===== src/rtl/e_reg_pipe.sv =====
// -----------------------------------------------------------------------------
// e_reg_pipe
//
// Decode-to-execute pipeline register for the Y86-64 pipelined CPU.
// The decoded instruction fields are captured into the E stage on every
// rising clock edge. This block also detects two hazards: load/use, and a
// mispredicted conditional jump sitting in E. When a hazard is present, or
// when an external bubble is forced, it inserts a NOP bubble into E. A
// saturating counter records how many bubbles were inserted, for
// performance debug.
//
// Ports
//   clk_i                  clock, all state changes on the rising edge
//   rst_i                  synchronous reset, active-high
//   d_stat_i .. d_srcB_i   decode-stage fields (valA/valB already forwarded)
//   e_Cnd_i                condition outcome for the instruction now in E
//   ext_stall_i            hold the E contents (downstream back-pressure)
//   ext_bubble_i           force a bubble (exception further down the pipe)
//   E_*_o                  registered E-stage fields
//   load_use_o             load/use hazard; F and D must stall this cycle
//   mispredict_o           the jump in E was mispredicted
//   bubble_cnt_o           bubbles inserted since reset, saturating
// -----------------------------------------------------------------------------
module e_reg_pipe #(
  parameter int CNT_W = 16
) (
  input  logic              clk_i,
  input  logic              rst_i,
  input  logic [2:0]        d_stat_i,
  input  logic [3:0]        d_icode_i,
  input  logic [3:0]        d_ifun_i,
  input  logic [63:0]       d_valC_i,
  input  logic [63:0]       d_valA_i,
  input  logic [63:0]       d_valB_i,
  input  logic [3:0]        d_dstE_i,
  input  logic [3:0]        d_dstM_i,
  input  logic [3:0]        d_srcA_i,
  input  logic [3:0]        d_srcB_i,
  input  logic              e_Cnd_i,
  input  logic              ext_stall_i,
  input  logic              ext_bubble_i,
  output logic [2:0]        E_stat_o,
  output logic [3:0]        E_icode_o,
  output logic [3:0]        E_ifun_o,
  output logic [63:0]       E_valC_o,
  output logic [63:0]       E_valA_o,
  output logic [63:0]       E_valB_o,
  output logic [3:0]        E_dstE_o,
  output logic [3:0]        E_dstM_o,
  output logic [3:0]        E_srcA_o,
  output logic [3:0]        E_srcB_o,
  output logic              load_use_o,
  output logic              mispredict_o,
  output logic [CNT_W-1:0]  bubble_cnt_o
);

  // Y86-64 encodings used by the hazard logic and the bubble value.
  localparam logic [2:0] STAT_AOK     = 3'd1;
  localparam logic [3:0] ICODE_NOP    = 4'h1;
  localparam logic [3:0] ICODE_MRMOVQ = 4'h5;
  localparam logic [3:0] ICODE_JXX    = 4'h7;
  localparam logic [3:0] ICODE_POPQ   = 4'hB;
  localparam logic [3:0] REG_NONE     = 4'hF;

  // All E-stage fields travel together. Grouping them means that hold, load
  // and bubble are each a single assignment, and no field can be missed.
  typedef struct packed {
    logic [2:0]  stat;
    logic [3:0]  icode;
    logic [3:0]  ifun;
    logic [63:0] valC;
    logic [63:0] valA;
    logic [63:0] valB;
    logic [3:0]  dstE;
    logic [3:0]  dstM;
    logic [3:0]  srcA;
    logic [3:0]  srcB;
  } e_stage_t;

  localparam e_stage_t E_BUBBLE = '{
    stat:  STAT_AOK,
    icode: ICODE_NOP,
    ifun:  4'h0,
    valC:  64'd0,
    valA:  64'd0,
    valB:  64'd0,
    dstE:  REG_NONE,
    dstM:  REG_NONE,
    srcA:  REG_NONE,
    srcB:  REG_NONE
  };

  e_stage_t          e_q, e_d;
  e_stage_t          d_fields;
  logic [CNT_W-1:0]  cnt_q, cnt_d;

  logic              e_is_load;
  logic              load_use;
  logic              mispredict;
  logic              bubble_req;
  logic              cnt_sat;

  assign d_fields = '{
    stat:  d_stat_i,
    icode: d_icode_i,
    ifun:  d_ifun_i,
    valC:  d_valC_i,
    valA:  d_valA_i,
    valB:  d_valB_i,
    dstE:  d_dstE_i,
    dstM:  d_dstM_i,
    srcA:  d_srcA_i,
    srcB:  d_srcB_i
  };

  // Hazard detection looks only at the registered E contents and the
  // current decode sources. It stays valid while E is stalled, because the
  // held contents re-create the same hazard on the next cycle. It is also
  // quiet after reset, because the bubble value has icode NOP and dstM = none.
  assign e_is_load  = (e_q.icode == ICODE_MRMOVQ) || (e_q.icode == ICODE_POPQ);

  // An instruction with no register destination (dstM = 4'hF) never causes
  // a load/use hazard. This holds even when a decode source is also 4'hF.
  assign load_use   = e_is_load
                      && (e_q.dstM != REG_NONE)
                      && ((e_q.dstM == d_srcA_i) || (e_q.dstM == d_srcB_i));

  // A jump is predicted taken. So the prediction was wrong if the condition
  // computed in execute turns out to be false.
  assign mispredict = (e_q.icode == ICODE_JXX) && !e_Cnd_i;

  assign bubble_req = ext_bubble_i || load_use || mispredict;
  assign cnt_sat    = &cnt_q;

  // Priority: stall, then bubble, then load. Reset is handled in the
  // register process, so it overrides everything here.
  always_comb begin
    // NOTE: every signal gets a default first, so no path through the
    // block leaves it unassigned and no latch can be inferred.
    e_d   = e_q;
    cnt_d = cnt_q;
    if (ext_stall_i) begin
      e_d   = e_q;
      cnt_d = cnt_q;
    end else if (bubble_req) begin
      e_d = E_BUBBLE;
      if (!cnt_sat) begin
        cnt_d = cnt_q + 1'b1;
      end
    end else begin
      e_d = d_fields;
    end
  end

  always_ff @(posedge clk_i) begin
    // NOTE: state registers use non-blocking assignments. Every flop then
    // samples its pre-edge value, whatever the statement order.
    if (rst_i) begin
      e_q   <= E_BUBBLE;
      cnt_q <= '0;
    end else begin
      e_q   <= e_d;
      cnt_q <= cnt_d;
    end
  end

  assign E_stat_o     = e_q.stat;
  assign E_icode_o    = e_q.icode;
  assign E_ifun_o     = e_q.ifun;
  assign E_valC_o     = e_q.valC;
  assign E_valA_o     = e_q.valA;
  assign E_valB_o     = e_q.valB;
  assign E_dstE_o     = e_q.dstE;
  assign E_dstM_o     = e_q.dstM;
  assign E_srcA_o     = e_q.srcA;
  assign E_srcB_o     = e_q.srcB;
  assign load_use_o   = load_use;
  assign mispredict_o = mispredict;
  assign bubble_cnt_o = cnt_q;

endmodule


===== config.mk =====
export PLATFORM = sky130hd
export DESIGN_NAME = e_reg_pipe
export DESIGN_NICKNAME = d
export VERILOG_FILES = /design/src/rtl/e_reg_pipe.sv
export SDC_FILE = /design/constraint.sdc
export NUM_CORES = 1
export LEC_CHECK = 0
export CORE_AREA = 8 8 175 177
export CTS_BUF_LIST = sky130_fd_sc_hd__clkbuf_8
export DETAILED_ROUTE_END_ITERATION = 7
export DIE_AREA = 0 0 183 185
export HOLD_SLACK_MARGIN = 0.02
export PLACE_DENSITY = 0.77
export RECOVER_POWER = 25
export SLEW_MARGIN = 5
export SYNTH_ARGS = -nofsm -noshare
export SYNTH_HDL_FRONTEND = slang
export SYNTH_SLANG_ARGS = --single-unit

===== constraint.sdc =====
create_clock -name clk_i -period 4.75 [get_ports clk_i]
set_input_delay 0.95 -clock clk_i [delete_from_list [all_inputs] [get_ports clk_i]]
set_output_delay 0.95 -clock clk_i [all_outputs]
set_load 0.1 [all_outputs]

==> impl_metrics.json, run 1 <==
{
  "outcome": "complete, no violations",
  "r2r-end": "E_srcA_o[1]$_SDFFE_PP1N_",
  "synth_xor_area_frac": 0.007666,
  "syn_area_um2": 9140,
  "internal_power_mw": 3.294,
  "yosysTopAreaCellShare": 0.5147,
  "ys.flop_type": "dfxtp_1",
  "cts_tree": "done",
  "grt_max_degree": 199,
  "switching_share": 0.3218,
  "finalHoldViolCount": 0,
  "tightest_slew_ps": 1347,
  "crit_required_ps": 3800,
  "place_ws_ps": 1288,
  "die_x_um": 183,
  "crit_chain": "dlygate4sd3_1 > xor2_1 > nor4_1 > o21bai_4 > inv_1 > buf_4",
  "htreeDepth": 2,
  "final_nets": 1739,
  "fin_crit_ps": 3726,
  "netlist_top_cells_count": "dfxtp_1 (235), nand3_1 (204), nand2_1 (203)",
  "end_kind": "output port",
  "synthMuxAreaShare": 0.01725,
  "cap_violations": 0,
  "r2r_start": "E_icode_o[2]$_SDFFE_PP0N_",
  "powerDensity_nw_per_um2": 331.4,
  "synth-edff-count": 0,
  "post-synth-top-area-cell": "dfxtp_1",
  "crit_family": "buffers and inverters",
  "combPwrFrac": 0.223,
  "worstHoldEndpoint": "E_valA_o[36]$_SDFFE_PP0N_",
  "place_area_um2": 13920,
  "cts.repair.resized": 0,
  "synth_area_leaders": "dfxtp_1 (51%), nand3_1 (11%), a21oi_1 (11%)",
  "crit_arrival_ps": 2780,
  "placed_cells": 1855,
  "drc": 0,
  "stdcell_area_um2": 14650,
  "dp_hpwl_um": 24610,
  "die-area_um2": 33860,
  "critPathBufInv": 3,
  "seqPwrFrac": 0.429,
  "period_share": 0.7844,
  "rows": 62,
  "cp_max_fo": 3,
  "clk_latency_ps": 520,
  "ys_seq_area_frac": 0.5147,
  "critical_path.slowest_cell": "nor4_1",
  "io_pins": 461,
  "holdBufCountCts": 0,
  "holdWs_ps": 461.2,
  "grt_pass1_vias": 9552,
  "wl_per_cell_um": 18.36,
  "p_leak_nw": 5.135,
  "fin_skew_ps": 15.99,
  "min_delay_path_depth": 2,
  "seqCellArea_um2": 4705,
  "max_stage_delay_ps": 570,
  "finalSetupViolations": 0,
  "slew_headroom": 0.1022,
  "synthAdderAreaFrac": 0.001369,
  "die_h_um": 185,
  "ys_seq_elements": 235,
  "cts_buffers": 41,
  "dr.pass1.iters": 5,
  "area_delta_synth_final_pct": 60.33,
  "rrSetupSlack_ps": 2150,
  "switching_power_mw": 1.563,
  "drive_above_1_share": 0.05599,
  "worstHoldStart": "E_valA_o[36]$_SDFFE_PP0N_",
  "synth_cells": 1107,
  "multiInputGateArea_um2": 3978,
  "viasPerCell": 4.966,
  "path_class": "primary input to output port",
  "fin_ws_ps": 1024,
  "cts_setup_buffers": 0,
  "fmax_mhz": 268.4,
  "initial_utilization": 0.3255,
  "synth_compound_area_frac": 0.1472,
  "path_depth": 6,
  "layoutNonFillerInstCount": 1928,
  "ant_nets": 0,
  "slew_violations": 0,
  "tns_ps": 0,
  "hp-class": "flop to flop",
  "critPathLaunchType": "primary input",
  "syn_nets": 1332,
  "fillCellCount": 2609,
  "antenna_found_initial": 8,
  "synth_area_per_cell_um2": 8.257,
  "coreArea_um2": 28080,
  "ir_drop_v": 0.0002166,
  "yosys_warnings": 0,
  "yosys.area_share.simple": 0.2608,
  "cts_root_buf": "clkbuf_8",
  "wl_um": 35400,
  "synth_top_family_by_area": "simple AND/OR/NAND/NOR gates",
  "reg2regPathDepth": 6,
  "drt-initial-drc-count": 515,
  "clockBufferDepth": 3,
  "gp_congestion": 0.8178,
  "grt_pass1_wl_um": 53290,
  "p_clk_frac": 0.348,
  "yosysMostFrequentCell": "dfxtp_1",
  "ys_types": 40,
  "grtUsageTotal": 0.1957,
  "cts.sinks": 235,
  "synthArstFlopShare": 0,
  "overflow": 0,
  "clk_pin_slew_ps": 50,
  "rsz0062_at_grt": "no",
  "via_count": 9574,
  "io_buffers": 460
}
[worst max-delay path by stage]
stage,start,end
after global routing,d_srcB_i[3],load_use_o
final,d_srcB_i[3],load_use_o
after global placement,d_srcB_i[1],load_use_o
after detailed placement,d_srcB_i[1],load_use_o
after CTS,d_srcB_i[1],load_use_o
after floorplan,E_icode_o[1]$_SDFFE_PP0N_,bubble_cnt_o[10]$_SDFFE_PP0P_
[per-stage QoR]
step	util	power, mW
after floorplan	-	2.822
after global placement	0.4956	3.205
after detailed placement	0.4956	3.214
after CTS	0.5215	4.930
after global routing	0.5218	5.070
final	0.5218	4.856
[registers in the layout, indices dropped and copies added, names as in the netlist]
| register | count |
|---|---|
| E_valA_o | 64 |
| E_valB_o | 64 |
| E_valC_o | 64 |
| bubble_cnt_o | 16 |
| E_dstE_o | 4 |
| E_dstM_o | 4 |
| E_icode_o | 4 |
| E_ifun_o | 4 |
| E_srcA_o | 4 |
| E_srcB_o | 4 |
| E_stat_o | 3 |
[cells by family after synthesis]
| logic type | count (synthesis) |
|---|---|
| simple gates | 500 |
| flops | 235 |
| mux | 14 |
| compound gates | 237 |
| fa+ha+maj | 1 |
| buf+inv | 112 |
| xor+xnor | 8 |
[layout make-up]
type | count | share of cell area
Clock buffer | 48 | 0.04508
Multi-Input combinational cell | 760 | 0.2714
Sequential cell | 235 | 0.3210
Timing Repair Buffer | 469 | 0.3220
Inverter | 7 | 0.001793
Clock inverter | 17 | 0.004525
Tap cell | 384 | 0.03279
Antenna cell | 8 | 0.001366
[cell usage in the layout, fill, tap and decap left out, types with 2 or more instances in the layout]
master           count
a21oi_1            200
a211oi_2             8
a32oi_1              3
nand3_1            204
buf_12               4
diode_2              8
clkbuf_8            49
nor2_1              18
dfxtp_1            235
nand2b_1            18
nor2b_1             15
o31ai_1              2
clkinv_2             2
clkdlybuf4s50_1    455
and3_4               2
buf_4                6
nor4_2               2
nand2_1            203
and3_1               2
a21o_1              18
nor4_1               5
xor2_1               8
nand4_1              4
or4_1                2
mux2_1              10
nand3b_1            18
mux2_2               4
inv_1               21
[power by group through the flow]
stage	Clock [mW]	Sequential [mW]	Combinational, mW
finish	1.69	2.08	1.08
floorplan	0	2.63	0.190
global route	1.85	2.09	1.13
detailed placement	0	2.13	1.09
global placement	0	2.12	1.08
CTS	1.75	2.08	1.09
[metal layers]
| metal | wire length [um] | vias up | global-route usage |
|---|---|---|---|
| li1 | - | 4615 | - |
| met1 | 13190 | 4511 | 0.2079 |
| met2 | 16850 | 386 | 0.3287 |
| met3 | 4245 | 62 | 0.09592 |
| met4 | 1112 | 0 | 0.08068 |
| met5 | 0 | - | 0 |
[worst reg2reg max path, stage by stage (launching register included)]
cell      delay (ps)
dfxtp_1          410
and3b_1          200
o211ai_1         230
o21bai_4         190
clkbuf_1        1000
nand3b_1         240
a21o_1           220
Power figures use the tool's default switching activity.
==> inputs of run 2 (changes only) <==
--- a/config.mk
+++ b/config.mk
@@ -5,12 +5,12 @@
 export SDC_FILE = /design/constraint.sdc
 export NUM_CORES = 1
 export LEC_CHECK = 0
-export CORE_AREA = 8 8 175 177
+export CORE_AREA = 8 8 171 173
 export CTS_BUF_LIST = sky130_fd_sc_hd__clkbuf_8
 export DETAILED_ROUTE_END_ITERATION = 7
-export DIE_AREA = 0 0 183 185
+export DIE_AREA = 0 0 179 181
 export HOLD_SLACK_MARGIN = 0.02
-export PLACE_DENSITY = 0.77
+export PLACE_DENSITY = 0.83
 export RECOVER_POWER = 25
 export SLEW_MARGIN = 5
 export SYNTH_ARGS = -nofsm -noshare
==> constraint.sdc (replaced) <==
create_clock -name clk_i -period 3.2 [get_ports clk_i]
set_input_delay 0.64 -clock clk_i [delete_from_list [all_inputs] [get_ports clk_i]]
set_output_delay 0.64 -clock clk_i [all_outputs]
set_load 0.1 [all_outputs]
==> run 2 against run 1 <==
Effect of this change: global-route usage up 0.54 points; count of clock-buffer cells in the layout up 7; core utilization down 0.21 points; setup slack worse by 570 ps; combinational power up 41%; critical path type unchanged; largest cell class is now flip-flops and latches; highest routed layer unchanged.
==> impl_metrics.json, run 2 (synthesis results as in run 1) <==
{
  "holdBufCountCts": 0,
  "p_leak_nw": 5.144,
  "drive_above_1_share": 0.1455,
  "combPwrFrac": 0.205,
  "fmax_mhz": 364.1,
  "wl_um": 34940,
  "area_delta_synth_final_pct": 50.68,
  "crit_arrival_ps": 2110,
  "via_count": 9520,
  "tns_ps": 0,
  "initial_utilization": 0.3449,
  "htreeDepth": 2,
  "wl_per_cell_um": 18.44,
  "dp_hpwl_um": 24870,
  "overflow": 0,
  "ant_nets": 0,
  "die_h_um": 181,
  "fin_skew_ps": 22.62,
  "io_buffers": 460,
  "fin_crit_ps": 2746,
  "critPathLaunchType": "primary input",
  "grt_max_degree": 122,
  "coreArea_um2": 26500,
  "finalSetupViolations": 0,
  "max_stage_delay_ps": 430,
  "final_common_cell": "dfxtp_1",
  "viasPerCell": 5.024,
  "stdcell_area_um2": 13770,
  "slew_headroom": 0.1712,
  "grtUsageTotal": 0.2011,
  "final_cell_mix": "dfxtp_1 (229), clkdlybuf4s50_1 (221), nand3_1 (204)",
  "clockBufferDepth": 3,
  "total_power_mw": 7.432,
  "ir_drop_v": 0.0003776,
  "clk_latency_ps": 530,
  "path_class": "primary input to output port",
  "drc": 0,
  "finalHoldViolCount": 0,
  "switching_power_mw": 2.361,
  "crit_required_ps": 2560,
  "final_nets": 1743,
  "grt_pass1_wl_um": 53000,
  "cap_violations": 0,
  "end_kind": "output port",
  "cts.repair.resized": 0,
  "place_area_um2": 13340,
  "tightest_slew_ps": 1249,
  "period_share": 0.8582,
  "p_clk_frac": 0.379,
  "clk_pin_slew_ps": 60,
  "hp-class": "flop to flop",
  "rsz0062_at_grt": "no",
  "cts.sinks": 235,
  "drt-initial-drc-count": 562,
  "switching_share": 0.3177,
  "gp_congestion": 0.7763,
  "slew_violations": 0,
  "dr.pass1.iters": 6,
  "cp_max_fo": 3,
  "cts_root_buf": "clkbuf_8",
  "crit_chain": "clkdlybuf4s50_1 > xor2_1 > nor4_2 > o21bai_4 > inv_1 > buf_12",
  "antenna_found_initial": 8,
  "cts_setup_buffers": 0,
  "outcome": "complete, no violations",
  "die_x_um": 179,
  "rows": 60,
  "grt_pass1_vias": 9675,
  "holdWs_ps": 461.1,
  "internal_power_mw": 5.071,
  "cts_tree": "done",
  "critical_path.slowest_cell": "clkdlybuf4s50_1",
  "seqPwrFrac": 0.416,
  "die-area_um2": 32400,
  "cts_buffers": 42,
  "powerDensity_nw_per_um2": 539.6,
  "io_pins": 461
}
## run 2: cell types whose count changed in the layout (fill, tap and decap cells not counted), moves of 2 or more
cell | previous run | this run
clkbuf_8 | 49 | 56
dfxtp_2 | 0 | 6
buf_4 | 6 | 125
clkbuf_1 | 1 | 118
inv_1 | 21 | 17
dfxtp_1 | 235 | 229
clkinv_2 | 2 | 4
buf_12 | 4 | 6
clkdlybuf4s50_1 | 455 | 221
## run 2: worst max-delay path: cells and delay by family
family | cells | cell delay [ps]
AOI/OAI and AO/OA | 1 | 140
xor gates and xnor gates | 1 | 160
buffers and inverters | 3 | 730
and+or+nand+nor | 1 | 430
## run 2: power groups by stage
stage / combinational (mW) / sequential (mW) / clock (mW)
after floorplan: 0.282 / 3.91 / 0
after global placement: 1.56 / 3.15 / 0
after detailed placement: 1.57 / 3.16 / 0
after CTS: 1.58 / 3.10 / 2.91
after global routing: 1.59 / 3.11 / 3.03
final: 1.52 / 3.09 / 2.81
## run 2: stage by stage
stage | cells | util | setup WS [ps]
6_report | 1895 | 0.5197 | 453.8
5_1_grt | 1895 | 0.5197 | 377.6
4_1_cts | 1887 | 0.5356 | 438.4
3_5_place_dp | 1815 | 0.5034 | 348.7
3_3_place_gp | 1815 | 0.5034 | 379.0
2_1_floorplan | 1107 | - | 2.994
## run 2: worst paths after layout
check,start,end,slack [ps],depth (start not counted)
worst max-delay path,d_srcB_i[1],load_use_o,450,6
worst min-delay path,E_valC_o[29]$_SDFFE_PP0N_,E_valC_o[29]$_SDFFE_PP0N_,460,2
worst max register to register,bubble_cnt_o[6]$_SDFFE_PP0P_,bubble_cnt_o[3]$_SDFFE_PP0P_,920,5
worst min register to register,E_valC_o[29]$_SDFFE_PP0N_,E_valC_o[29]$_SDFFE_PP0N_,460,2
## run 2: area by class of cell
cell class / count / area [um2]
diodes: 8 / 20.02
clock buffers: 55 / 757.0
clock inverters: 17 / 98.84
fillers: 2551 / 12730
inverters: 7 / 26.28
multi-input cells: 760 / 3993
flip-flops and latches: 235 / 4712
well taps: 341 / 426.7
repair buffers: 472 / 3739
## run 2: layer usage
layer | track usage | wire length (um) | part of all wire
met1 | 0.2129 | 12460 | 0.36
met2 | 0.3272 | 16580 | 0.47
met3 | 0.09612 | 4526 | 0.13
met4 | 0.1019 | 1370 | 0.039
met5 | 0 | 0 | 0
==> inputs of run 3 (changes only) <==
--- a/config.mk
+++ b/config.mk
@@ -9,10 +9,11 @@
 export CTS_BUF_LIST = sky130_fd_sc_hd__clkbuf_8
 export DETAILED_ROUTE_END_ITERATION = 7
 export DIE_AREA = 0 0 179 181
-export HOLD_SLACK_MARGIN = 0.02
+export HOLD_SLACK_MARGIN = 0.08
 export PLACE_DENSITY = 0.83
 export RECOVER_POWER = 25
 export SLEW_MARGIN = 5
 export SYNTH_ARGS = -nofsm -noshare
 export SYNTH_HDL_FRONTEND = slang
 export SYNTH_SLANG_ARGS = --single-unit
+export TNS_END_PERCENT = 10
==> run 3 against run 2 <==
Effect of this change: non-clock buffer count is 1 lower; first-iteration DRC count increased by 28%; worst hold slack hardly changed; routed wire length shrank 1.8%; setup slack got worse by 81 ps; die area did not move; critical path type unchanged; largest power group unchanged.
==> impl_metrics.json, run 3 (synthesis results as in run 1) <==
{
  "wl_met3_um": 4001,
  "drive_above_1_share": 0.1410,
  "die-area_um2": 32400,
  "coreArea_um2": 26500,
  "final_common_cell": "dfxtp_1",
  "die_x_um": 179,
  "tightest_slew_ps": 1308,
  "die_h_um": 181,
  "fin_crit_ps": 2827,
  "p_leak_nw": 5.143,
  "cp_max_fo": 3,
  "htreeDepth": 2,
  "crit_required_ps": 2560,
  "m1WireLength_um": 12850,
  "finalHoldViolCount": 0,
  "seqCellArea_um2": 4708,
  "antenna_found_initial": 5,
  "dr.pass1.iters": 6,
  "slew_violations": 0,
  "powerDensity_nw_per_um2": 538.8,
  "total_power_mw": 7.407,
  "wl_met2_um": 16380,
  "crit_arrival_ps": 2190,
  "fin_skew_ps": 20.03,
  "cts_tree": "done",
  "holdBufCountCts": 0,
  "cts_root_buf": "clkbuf_8",
  "layoutNonFillerInstCount": 1891,
  "slew_headroom": 0.1318,
  "multiInputGateArea_um2": 3993,
  "cts.repair.resized": 0,
  "initial_utilization": 0.3449,
  "finalSetupViolations": 0,
  "drc": 0,
  "ir_drop_v": 0.0004256,
  "cap_violations": 0,
  "path_class": "primary input to output port",
  "critPathLaunchType": "primary input",
  "rows": 60,
  "grt_max_degree": 130,
  "cts_setup_buffers": 0,
  "holdWs_ps": 461.3,
  "grt_pass1_wl_um": 52180,
  "highest_layer": "met5",
  "hp-class": "flop to flop",
  "gp_congestion": 0.7975,
  "cts_buffers": 40,
  "overflow": 0,
  "io_pins": 461,
  "end_kind": "output port",
  "final_nets": 1740,
  "drt-initial-drc-count": 718,
  "rsz0062_at_grt": "no",
  "area_delta_synth_final_pct": 50.40,
  "placed_cells": 1814,
  "fillCellCount": 2533,
  "grtUsageTotal": 0.1964,
  "final_cell_mix": "dfxtp_1 (232), clkdlybuf4s50_1 (221), nand3_1 (204)",
  "viasPerCell": 5.042,
  "via_count": 9534,
  "place_ws_ps": 298.0,
  "clk_pin_slew_ps": 60,
  "cts.sinks": 235,
  "io_buffers": 460,
  "outcome": "complete, no violations",
  "period_share": 0.8834,
  "fin_ws_ps": 373.2,
  "fmax_mhz": 353.8,
  "dp_hpwl_um": 24420,
  "grt_pass1_vias": 9516,
  "clockBufferDepth": 3,
  "wl_um": 34330,
  "ant_nets": 0,
  "wl_per_cell_um": 18.15,
  "clk_latency_ps": 520
}
## run 3: changes by cell type in the layout (fill, tap and decap cells not counted), moves of 2 or more
cell and delta:
dfxtp_1 +3, inv_1 +4, clkbuf_8 -5, diode_2 -4, dfxtp_2 -3, buf_4 -2
## run 3: final timing paths
check	depth (start not counted)	end	from	slack, ps
worst max-delay path	6	load_use_o	d_srcB_i[1]	370
worst min-delay path	2	E_valA_o[47]$_SDFFE_PP0N_	E_valA_o[47]$_SDFFE_PP0N_	460
worst max register to register	5	bubble_cnt_o[3]$_SDFFE_PP0P_	bubble_cnt_o[7]$_SDFFE_PP0P_	910
worst min register to register	2	E_valA_o[47]$_SDFFE_PP0N_	E_valA_o[47]$_SDFFE_PP0N_	460
## run 3: power by group
part / switching [mW] / internal, mW / leakage (nW)
sequential: 0.0593 / 3.03 / 1.92
combinational: 1.10 / 0.429 / 2.74
clock: 1.22 / 1.57 / 0.484
total: 2.37 / 5.03 / 5.14
## run 3: final cells by class
| type | count | area share |
|---|---|---|
| Inverter | 7 | 0.001911 |
| Multi-Input combinational cell | 760 | 0.2904 |
| Sequential cell | 235 | 0.3425 |
| Tap cell | 341 | 0.03104 |
| Clock inverter | 23 | 0.01101 |
| Timing Repair Buffer | 471 | 0.2723 |
| Clock buffer | 50 | 0.05006 |
| Antenna cell | 4 | 0.0007281 |
## run 3: stage by stage
step | setup TNS (ps) | util | instance area, um2
after floorplan | -39.35 | - | 9153
after global placement | 0 | 0.5034 | 13340
after detailed placement | 0 | 0.5034 | 13340
after CTS | 0 | 0.5351 | 14180
after global routing | 0 | 0.5187 | 13750
final | 0 | 0.5187 | 13750
## run 3: worst max-delay path, stage by stage
cell and delay [ps]:
clkdlybuf4s50_1 430, xor2_1 160, nor4_2 470, o21bai_4 180
inv_1 130, buf_12 180
## run 3: per-layer routing
metal	up-vias	GRT usage
li1	4616	-
met2	415	0.3287
met3	66	0.08403
met5	-	0
met4	2	0.07509
met1	4435	0.2156
